## config.mk

```make
export PLATFORM = sky130hd
export DESIGN_NAME = clk_div_mode_ctrl
export DESIGN_NICKNAME = d
export VERILOG_FILES = /design/src/rtl/clk_sel_pkg.sv /design/src/rtl/btn_debounce.sv /design/src/rtl/clk_div_mode_ctrl.sv
export SDC_FILE = /design/constraint.sdc
export NUM_CORES = 1
export LEC_CHECK = 0
export CORE_AREA = 2 2 139 141
export CTS_CLUSTER_DIAMETER = 100
export DETAILED_ROUTE_END_ITERATION = 12
export DIE_AREA = 0 0 141 143
export GPL_ROUTABILITY_DRIVEN = 0
export HOLD_SLACK_MARGIN = 0.08
export PLACE_DENSITY = 0.5
export SLEW_MARGIN = 20
export SYNTH_ARGS = -nofsm -noshare
export SYNTH_HDL_FRONTEND = slang
export SYNTH_SLANG_ARGS = --single-unit
```

## constraint.sdc

```tcl
create_clock -name clk -period 2.1 [get_ports clk]
set_input_delay 0.21 -clock clk [delete_from_list [all_inputs] [get_ports clk]]
set_output_delay 0.21 -clock clk [all_outputs]
set_load 0.03 [all_outputs]
```

## src/rtl/clk_sel_pkg.sv

```systemverilog
// clk_sel_pkg
//   Shared definitions for the clock-selector front end.
//   - deb_state_e : button debounce FSM state encoding
//   - mode_t      : 2-bit speed-mode index {sel0, sel1}
//   - MODE_IN0..3 : mode values selecting selector inputs in0..in3
//   - next_mode() : mode advance with wrap 3 -> 0
package clk_sel_pkg;

  typedef enum logic [1:0] {
    IDLE_LOW  = 2'd0,
    WAIT_HIGH = 2'd1,
    IDLE_HIGH = 2'd2,
    WAIT_LOW  = 2'd3
  } deb_state_e;

  typedef logic [1:0] mode_t;

  localparam mode_t MODE_IN0 = 2'd0;
  localparam mode_t MODE_IN1 = 2'd1;
  localparam mode_t MODE_IN2 = 2'd2;
  localparam mode_t MODE_IN3 = 2'd3;

  // Modulo-4 advance falls out of the 2-bit width.
  function automatic mode_t next_mode(input mode_t m);
    return m + MODE_IN1;
  endfunction

endpackage

```

## src/rtl/btn_debounce.sv

```systemverilog
// btn_debounce
//   Two-flop synchroniser followed by a four-state debounce FSM. A level
//   change is accepted only after DEB_CYCLES consecutive synchronised samples
//   at the new level; rise_o marks the edge on which a low->high change is
//   accepted.
// Ports
//   clk    in  board clock
//   rst_n  in  asynchronous active-low reset
//   btn_i  in  raw, bouncy, asynchronous button (active high)
//   rise_o out one-cycle advance request, valid for the upcoming clk edge
module btn_debounce
  import clk_sel_pkg::*;
#(
  parameter int DEB_CYCLES = 16,
  parameter int CNT_W      = 24
) (
  input  logic clk,
  input  logic rst_n,
  input  logic btn_i,
  output logic rise_o
);

  localparam logic [CNT_W-1:0] DEB_LAST = CNT_W'(DEB_CYCLES - 1);
  localparam logic [CNT_W-1:0] CNT_ONE  = CNT_W'(1);
  // A single sample is enough: the WAIT states are never entered.
  localparam bit BYPASS = (DEB_CYCLES == 1);

  logic             sync1_q;
  logic             btn_s_q;
  deb_state_e       state_q;
  logic [CNT_W-1:0] dcnt_q;

  always_ff @(posedge clk or negedge rst_n) begin
    if (!rst_n) begin
      sync1_q <= 1'b0;
      btn_s_q <= 1'b0;
      state_q <= IDLE_LOW;
      dcnt_q  <= '0;
    end else begin
      sync1_q <= btn_i;
      btn_s_q <= sync1_q;
      case (state_q)
        IDLE_LOW: begin
          if (btn_s_q) begin
            if (BYPASS) begin
              state_q <= IDLE_HIGH;
            end else begin
              state_q <= WAIT_HIGH;
              dcnt_q  <= CNT_ONE;
            end
          end
        end
        WAIT_HIGH: begin
          if (!btn_s_q) begin
            state_q <= IDLE_LOW;
            dcnt_q  <= '0;
          end else if (dcnt_q == DEB_LAST) begin
            state_q <= IDLE_HIGH;
            dcnt_q  <= '0;
          end else begin
            dcnt_q <= dcnt_q + CNT_ONE;
          end
        end
        IDLE_HIGH: begin
          if (!btn_s_q) begin
            if (BYPASS) begin
              state_q <= IDLE_LOW;
            end else begin
              state_q <= WAIT_LOW;
              dcnt_q  <= CNT_ONE;
            end
          end
        end
        WAIT_LOW: begin
          if (btn_s_q) begin
            state_q <= IDLE_HIGH;
            dcnt_q  <= '0;
          end else if (dcnt_q == DEB_LAST) begin
            state_q <= IDLE_LOW;
            dcnt_q  <= '0;
          end else begin
            dcnt_q <= dcnt_q + CNT_ONE;
          end
        end
        default: begin
          state_q <= IDLE_LOW;
          dcnt_q  <= '0;
        end
      endcase
    end
  end

  // Decoded from flops only (btn_s_q, state_q, dcnt_q), so there is no
  // combinational path from the pin. Kept unregistered so the mode register
  // in the parent updates on the same edge the FSM accepts the press.
  assign rise_o = btn_s_q &&
                  (((state_q == WAIT_HIGH) && (dcnt_q == DEB_LAST)) ||
                   (BYPASS && (state_q == IDLE_LOW)));

endmodule

```

## src/rtl/clk_div_mode_ctrl.sv

```systemverilog
// clk_div_mode_ctrl
//   Front end of the 4:1 clock selector. Produces four free-running divided
//   clocks and a 2-bit speed mode that advances once per debounced press of
//   the mode button.
// Ports
//   clk        in  board clock, only clock domain
//   rst_n      in  asynchronous active-low reset
//   en         in  1 = dividers count, 0 = dividers hold
//   btn        in  raw mode button, active high
//   clk0..clk3 out divided clocks, half-period DIV0..DIV3 cycles
//   sel0       out mode bit 1 (MSB)
//   sel1       out mode bit 0 (LSB)
//   mode_pulse out one-cycle strobe when sel0/sel1 change
module clk_div_mode_ctrl
  import clk_sel_pkg::*;
#(
  parameter int DIV0       = 1,
  parameter int DIV1       = 2,
  parameter int DIV2       = 4,
  parameter int DIV3       = 8,
  parameter int DEB_CYCLES = 16,
  parameter int CNT_W      = 24
) (
  input  logic clk,
  input  logic rst_n,
  input  logic en,
  input  logic btn,
  output logic clk0,
  output logic clk1,
  output logic clk2,
  output logic clk3,
  output logic sel0,
  output logic sel1,
  output logic mode_pulse
);

  logic [3:0] div_clk;

  // Dividers: identical counters that only differ in terminal count. They
  // share reset and enable, so they stay phase-aligned and are unaffected by
  // mode changes.
  genvar gi;
  generate
    for (gi = 0; gi < 4; gi++) begin : g_div
      localparam int DIV_G = (gi == 0) ? DIV0 :
                             (gi == 1) ? DIV1 :
                             (gi == 2) ? DIV2 : DIV3;
      localparam logic [CNT_W-1:0] DIV_LAST = CNT_W'(DIV_G - 1);
      localparam logic [CNT_W-1:0] CNT_ONE  = CNT_W'(1);

      logic [CNT_W-1:0] cnt_q;
      logic             clk_q;

      always_ff @(posedge clk or negedge rst_n) begin
        if (!rst_n) begin
          cnt_q <= '0;
          clk_q <= 1'b0;
        end else if (en) begin
          if (cnt_q == DIV_LAST) begin
            cnt_q <= '0;
            clk_q <= ~clk_q;
          end else begin
            cnt_q <= cnt_q + CNT_ONE;
          end
        end
      end

      assign div_clk[gi] = clk_q;
    end
  endgenerate

  assign clk0 = div_clk[0];
  assign clk1 = div_clk[1];
  assign clk2 = div_clk[2];
  assign clk3 = div_clk[3];

  // Button path
  logic rise;

  btn_debounce #(
    .DEB_CYCLES (DEB_CYCLES),
    .CNT_W      (CNT_W)
  ) u_btn_debounce (
    .clk    (clk),
    .rst_n  (rst_n),
    .btn_i  (btn),
    .rise_o (rise)
  );

  // Mode register
  mode_t mode_q;
  mode_t mode_d;
  logic  pulse_q;

  always_comb begin
    mode_d = mode_q;
    if (rise) begin
      mode_d = next_mode(mode_q);
    end
  end

  always_ff @(posedge clk or negedge rst_n) begin
    if (!rst_n) begin
      mode_q  <= MODE_IN0;
      pulse_q <= 1'b0;
    end else begin
      mode_q  <= mode_d;
      pulse_q <= rise;
    end
  end

  assign sel0       = mode_q[1];
  assign sel1       = mode_q[0];
  assign mode_pulse = pulse_q;

endmodule

```

# Yosys cells after proc, flatten, opt, wreduce, memory -nomap -nowiden
# Cells that the tools add are included.
# op_classes
n_bitwise	4
muxes	17
add_sub_neg	6
reduce_logical	10
n_eq_ne	11
# op_table
cell	n
$mux W24	9
$add A24 B1 Y24 const B	5
$pmux W24 S4	1
$eq A24 B1 Y1 const B	1
$eq A24 B2 Y1 const B	1
$eq A24 B3 Y1 const B	1
$eq A24 B4 Y1 const B	1
$logic_not A24 Y1	1
$mux W2	6
$reduce_and A2 Y1	5
$pmux W2 S4	1
$eq A2 B2 Y1 const B	2
$not A1 Y1	4
$reduce_and A4 Y1	1
$ne A3 B1 Y1 const B	1
$ne A3 B3 Y1 const B	1
$add A2 B1 Y2 const B	1
$eq A2 B1 Y1 const B	1
$logic_and A1 B1 Y1	2
$logic_not A2 Y1	1
$ne A2 B1 Y1 const B	1
$ne A2 B2 Y1 const B	1
# totals
wordCells	62
out_inout_bits	7
ff_bits	131
inputBits	4

# Logic depth before layout (Yosys ltp)
# logic_depth
ltp_word	4
depth_mapped	8
mapped_depth_nobuf	7

# By module
# Synthesis repeated with hierarchy kept, for this count alone.
# unflattened
cells_unflattened	605
area_unflattened_um2	6396.1
# by_module_without_submodules
mod	cells_per_inst	seq_area_each_um2	n_inst	area_each_um2
clk_div_mode_ctrl	436	2577.5	1	4822.1
btn_debounce	169	700.7	1	1574.0

# Worst setup path after synthesis
# Ideal clock, no wire load.
# synth_path
path_type	reg2reg
start	register u_btn_debounce.dcnt_q[6]
end	register u_btn_debounce.dcnt_q[1]
setup_time_ns	0.121
path_buffers	2
period_less_slack_ns	1.932
required_time_ns	1.979
arrival_ns	1.811
setup_slack_ns	0.168
path_stages_with_launch	7
path_cell_list	dfrtp_1 > or4_4 > nor4_4 > a21oi_2 > buf_6 > buf_8 > a22o_1
# synth_between
elab_chain_cells	4
word_cells_on_any_way	5
cone_classes	eq/ne: 1; mux: 4
# synth_rtl
item	line_no	rtl
start, declared	btn_debounce.sv:31	logic [CNT_W-1:0] dcnt_q;
start signal, assigned	btn_debounce.sv:61	dcnt_q <= dcnt_q + CNT_ONE;
start signal, assigned	btn_debounce.sv:82	dcnt_q <= dcnt_q + CNT_ONE;
$eq A24 B4 Y1 (*)	btn_debounce.sv:57, btn_debounce.sv:78	
$mux W24 (*)	btn_debounce.sv:57, btn_debounce.sv:78	
$mux W24, on equally long branches	btn_debounce.sv:75, btn_debounce.sv:54	
$pmux W24 S4 (*)	btn_debounce.sv:42	case (state_q)
# Mark *: on every way between the ends. The rest lies on a longest branch, timed or not.
# A chain may end at the register's enable or synchronous reset.

==> metrics.csv <==
stage,metric,value,unit
outcome,status,"complete, no violations",
routing,post-route ant nets,0,
place,Port Buf Inserts,10,
place,DP HPWL,8990,um
clock_network,CTS H-tree depth,4,
critical_path,WS Path Type,reg -> reg,
timing,minimum clock period,1.96,ns
timing,Pins Over Slew Limit,0,
synthesis,"flops & latches, synth",131,
synthesis,Netlist cell types,51,
clock_network,Setup Buffers After CTS,0,
hold_path,worst hold path type,in -> reg,
clock_network,clock slew at reported path FFs,0.05,ns
routing,WL/cell,14.5,um
synthesis,"Seq/Total Area, Yosys",51.1,%
routing,total number of vias,4785,
timing,endpoints failing setup,0,
die,DIE AREA,20200,um2
timing,headroom to the max-slew limit,59.6,%
routing,DRT iter0 DRCs,208,
timing,"Hold Violations, Final",0,
die,initial core utilization,34.5,%
clock_network,Max clock buf depth,2,
synthesis,"Cell Area, Synth",6410,um2
synthesis,ys async rst share,100,%
timing,unrepaired setup endpoints after global routing,false,
finish,nets@finish,676,
critical_path,CP Cell Sequence,or4_4 > nor4_4 > and2_1 > nand2_1 > mux2_4,
critical_path,max incr delay on CP,0.56,ns
routing,Vias/cell,5.26,
timing,fin crit share,93.3,%
routing,Post-Route WL,13200,um
synthesis,synth warn,0,
pwr,cell leakage power,3.41,nW
finish,# diodes,0,
timing,slew of the pin with the lowest slew margin,0.606,ns
global_route,Global Route Usage Sum,14.3,%
timing,setup tns final,0,ns
global_route,antenna violations before repair,0,
critical_path,WP data arrival,2.26,ns
clock_network,total CTS buffers,17,
synthesis,dominant synthesized flop cell,dfrtp_1,
finish,synthesis-to-layout area growth,16.7,%
global_route,largest net degree at the start of global routing,63,
critical_path,Startpoint Class,flip-flop,
die,IO Pins,11,
clock_network,worst-skew pair later-pin latency,0.42,ns
critical_path,worst-path fanout max,4,
die,die height,143,um
synthesis,syn avg cell area,10.2,um2
pwr,PD cells,862,nW/um2
routing,DRT Pass-1 Iters,5,
pwr,Total Power,6.45,mW
die,Site Rows,50,
synthesis,"Net Count, Synth",638,
critical_path,CP endpoint kind,flip-flop,
routing,# DRC,0,
global_route,vias in the first global route,4907,
global_route,grt ovf,0,
synthesis,post-synthesis cell count,627,
clock_network,TritonCTS clock tree,yes,
pwr,worst vdd ir,585,uV
clock_network,CTS Root Cell,clkbuf_16,
finish,share of post-route cells with drive strength above 1,9.62,%
die,Chip Width,141,um
die,Core ar.,18600,um2
timing,clk_skew,0.00635,ns
timing,Max Freq,0.510,GHz
clock_network,Clock Sinks,131,
critical_path,data required time of the worst path,2.40,ns
critical_path,Slowest cell on crit path,or4_4,
synthesis,number of synthesized flops with an enable pin,0,
job,Max-cap violations,0,
global_route,first-pass GRT wire length,23400,um
-- metal layers --
layer | track usage [%] | part of all wire (%) | wire [um]
met1 | 18.6 | 49 | 6440
met3 | 3.09 | 2.6 | 337
met4 | 7.11 | 2.3 | 300
met2 | 22.8 | 46 | 6100
met5 | 0 | 0 | 0
-- placed cells by master, fill, tap and decap left out, drive strengths merged, types with 3 or more instances in the layout --
master | Yosys | layout
a21o | 7 | 7
a21oi | 12 | 12
a22o | 7 | 7
a31oi | 16 | 16
a41oi | 4 | 4
and2 | 3 | 3
and3 | 32 | 32
and4 | 9 | 9
buf | 5 | 27
clkbuf | 12 | 25
clkdlybuf4s50 | 0 | 8
clkinv | 0 | 4
dfrtp | 131 | 131
ha | 7 | 7
inv | 13 | 13
mux2i | 5 | 5
nand2 | 67 | 67
nand2b | 4 | 4
nand3 | 36 | 36
nand4 | 34 | 34
nor2 | 31 | 31
nor2b | 4 | 4
nor3 | 21 | 21
nor4 | 25 | 25
nor4b | 4 | 4
o21ai | 22 | 22
o2bb2ai | 3 | 3
or2 | 4 | 4
or3 | 5 | 5
xnor2 | 56 | 56
xor2 | 28 | 28
-- synthesized netlist by cell type (all sizes together), types with 5 or more instances --
master    n  share of area, %
a21oi    12              0.99
a21o      7              0.82
and3     32               3.1
mux2i     5              0.78
buf       5              0.82
xnor2    56               7.6
dfrtp   131                51
inv      13              0.76
o21ai    22               1.7
nor2     31               1.8
clkbuf   12              0.72
nand4    34               3.5
ha        7               1.4
nor3     21               1.6
nor4     25               2.8
or3       5              0.49
xor2     28               3.8
a22o      7              0.96
a31oi    16               1.6
and4      9               1.2
nand2    67               3.9
nand3    36               2.8
-- final cells by class --
| type | count | area [um2] |
|---|---|---|
| well taps | 234 | 293 |
| fillers | 1790 | 11100 |
| clock buffers | 25 | 505 |
| repair buffers | 36 | 319 |
| inverters | 13 | 48.8 |
| multi-input cells | 466 | 2990 |
| clock inverters | 5 | 50.0 |
| flip-flops and latches | 131 | 3280 |
-- sequential cells by signal, indices dropped and copies added, names as in the netlist, named ones only --
signal and flops:
clk2 1, clk3 1, g_div.cnt_q 96, mode_q 2, u_btn_debounce.btn_s_q 1, clk1 1
u_btn_debounce.dcnt_q 24, clk0 1, u_btn_debounce.state_q 1, mode_pulse 1, u_btn_debounce.sync1_q 1
-- critical path, delay by kind of cell, from the launching register on --
kind | cells | cell delay [ns]
mux | 1 | 0.30
flops | 1 | 0.37
simple gates | 4 | 1.16
-- what timing repair did --
| item | in CTS | in global routing |
|---|---|---|
| gates resized for setup | 0 | 0 |
| endpoints found under the hold margin | 58 | 0 |
| hold buffers | 1 | 0 |
-- where the power goes --
group	switching, mW	internal [mW]	leakage [nW]
combinational	0.369	0.309	1.38
clock	1.02	1.76	0.279
sequential	0.262	2.73	1.75
total	1.65	4.80	3.41
-- stage by stage --
step / cell area [um2] / instances / hold slack (ns) / setup slack [ns] / util (%)
finish: 7480 / 910 / 0.223 / 0.140 / 40.3
global route: 7480 / 910 / 0.225 / 0.00820 / 40.3
CTS: 7480 / 910 / 0.203 / 0.140 / 40.3
detailed placement: 6920 / 879 / 0.248 / 0.139 / 37.2
global placement: 6920 / 879 / 0.241 / 0.151 / 37.2
floorplan: 6410 / 627 / -0.0856 / 0.168 / -
-- worst paths after layout --
kind                                     startpoint  slack (ns)  depth (start not counted)                        to
min                                              en        0.22                          3         g_div[1].cnt_q[0]
max in group asynchronous                     rst_n        1.09                          3        g_div[2].cnt_q[17]
max                        u_btn_debounce.dcnt_q[6]        0.14                          5                 flip-flop
min in group asynchronous                     rst_n        0.38                          2  u_btn_debounce.dcnt_q[3]
min reg2reg                  u_btn_debounce.sync1_q        0.35                          0    u_btn_debounce.btn_s_q
max reg2reg                u_btn_debounce.dcnt_q[6]        0.14                          5                 flip-flop
-- logic make-up (layout without fill, tap and decap cells) --
family | Yosys count | after routing | synth area share [%]
AND/OR/NAND/NOR | 287 | 287 | 24.4
flip-flops | 131 | 131 | 51.1
XOR/XNOR | 84 | 84 | 11.5
multiplexers | 6 | 6 | 1.01
buffers and inverters | 30 | 79 | 2.30
adder cells (fa/ha/maj) | 7 | 7 | 1.37
AO/OA/AOI/OAI | 82 | 82 | 8.31
Note: power is estimated with default switching activity, not from simulation.
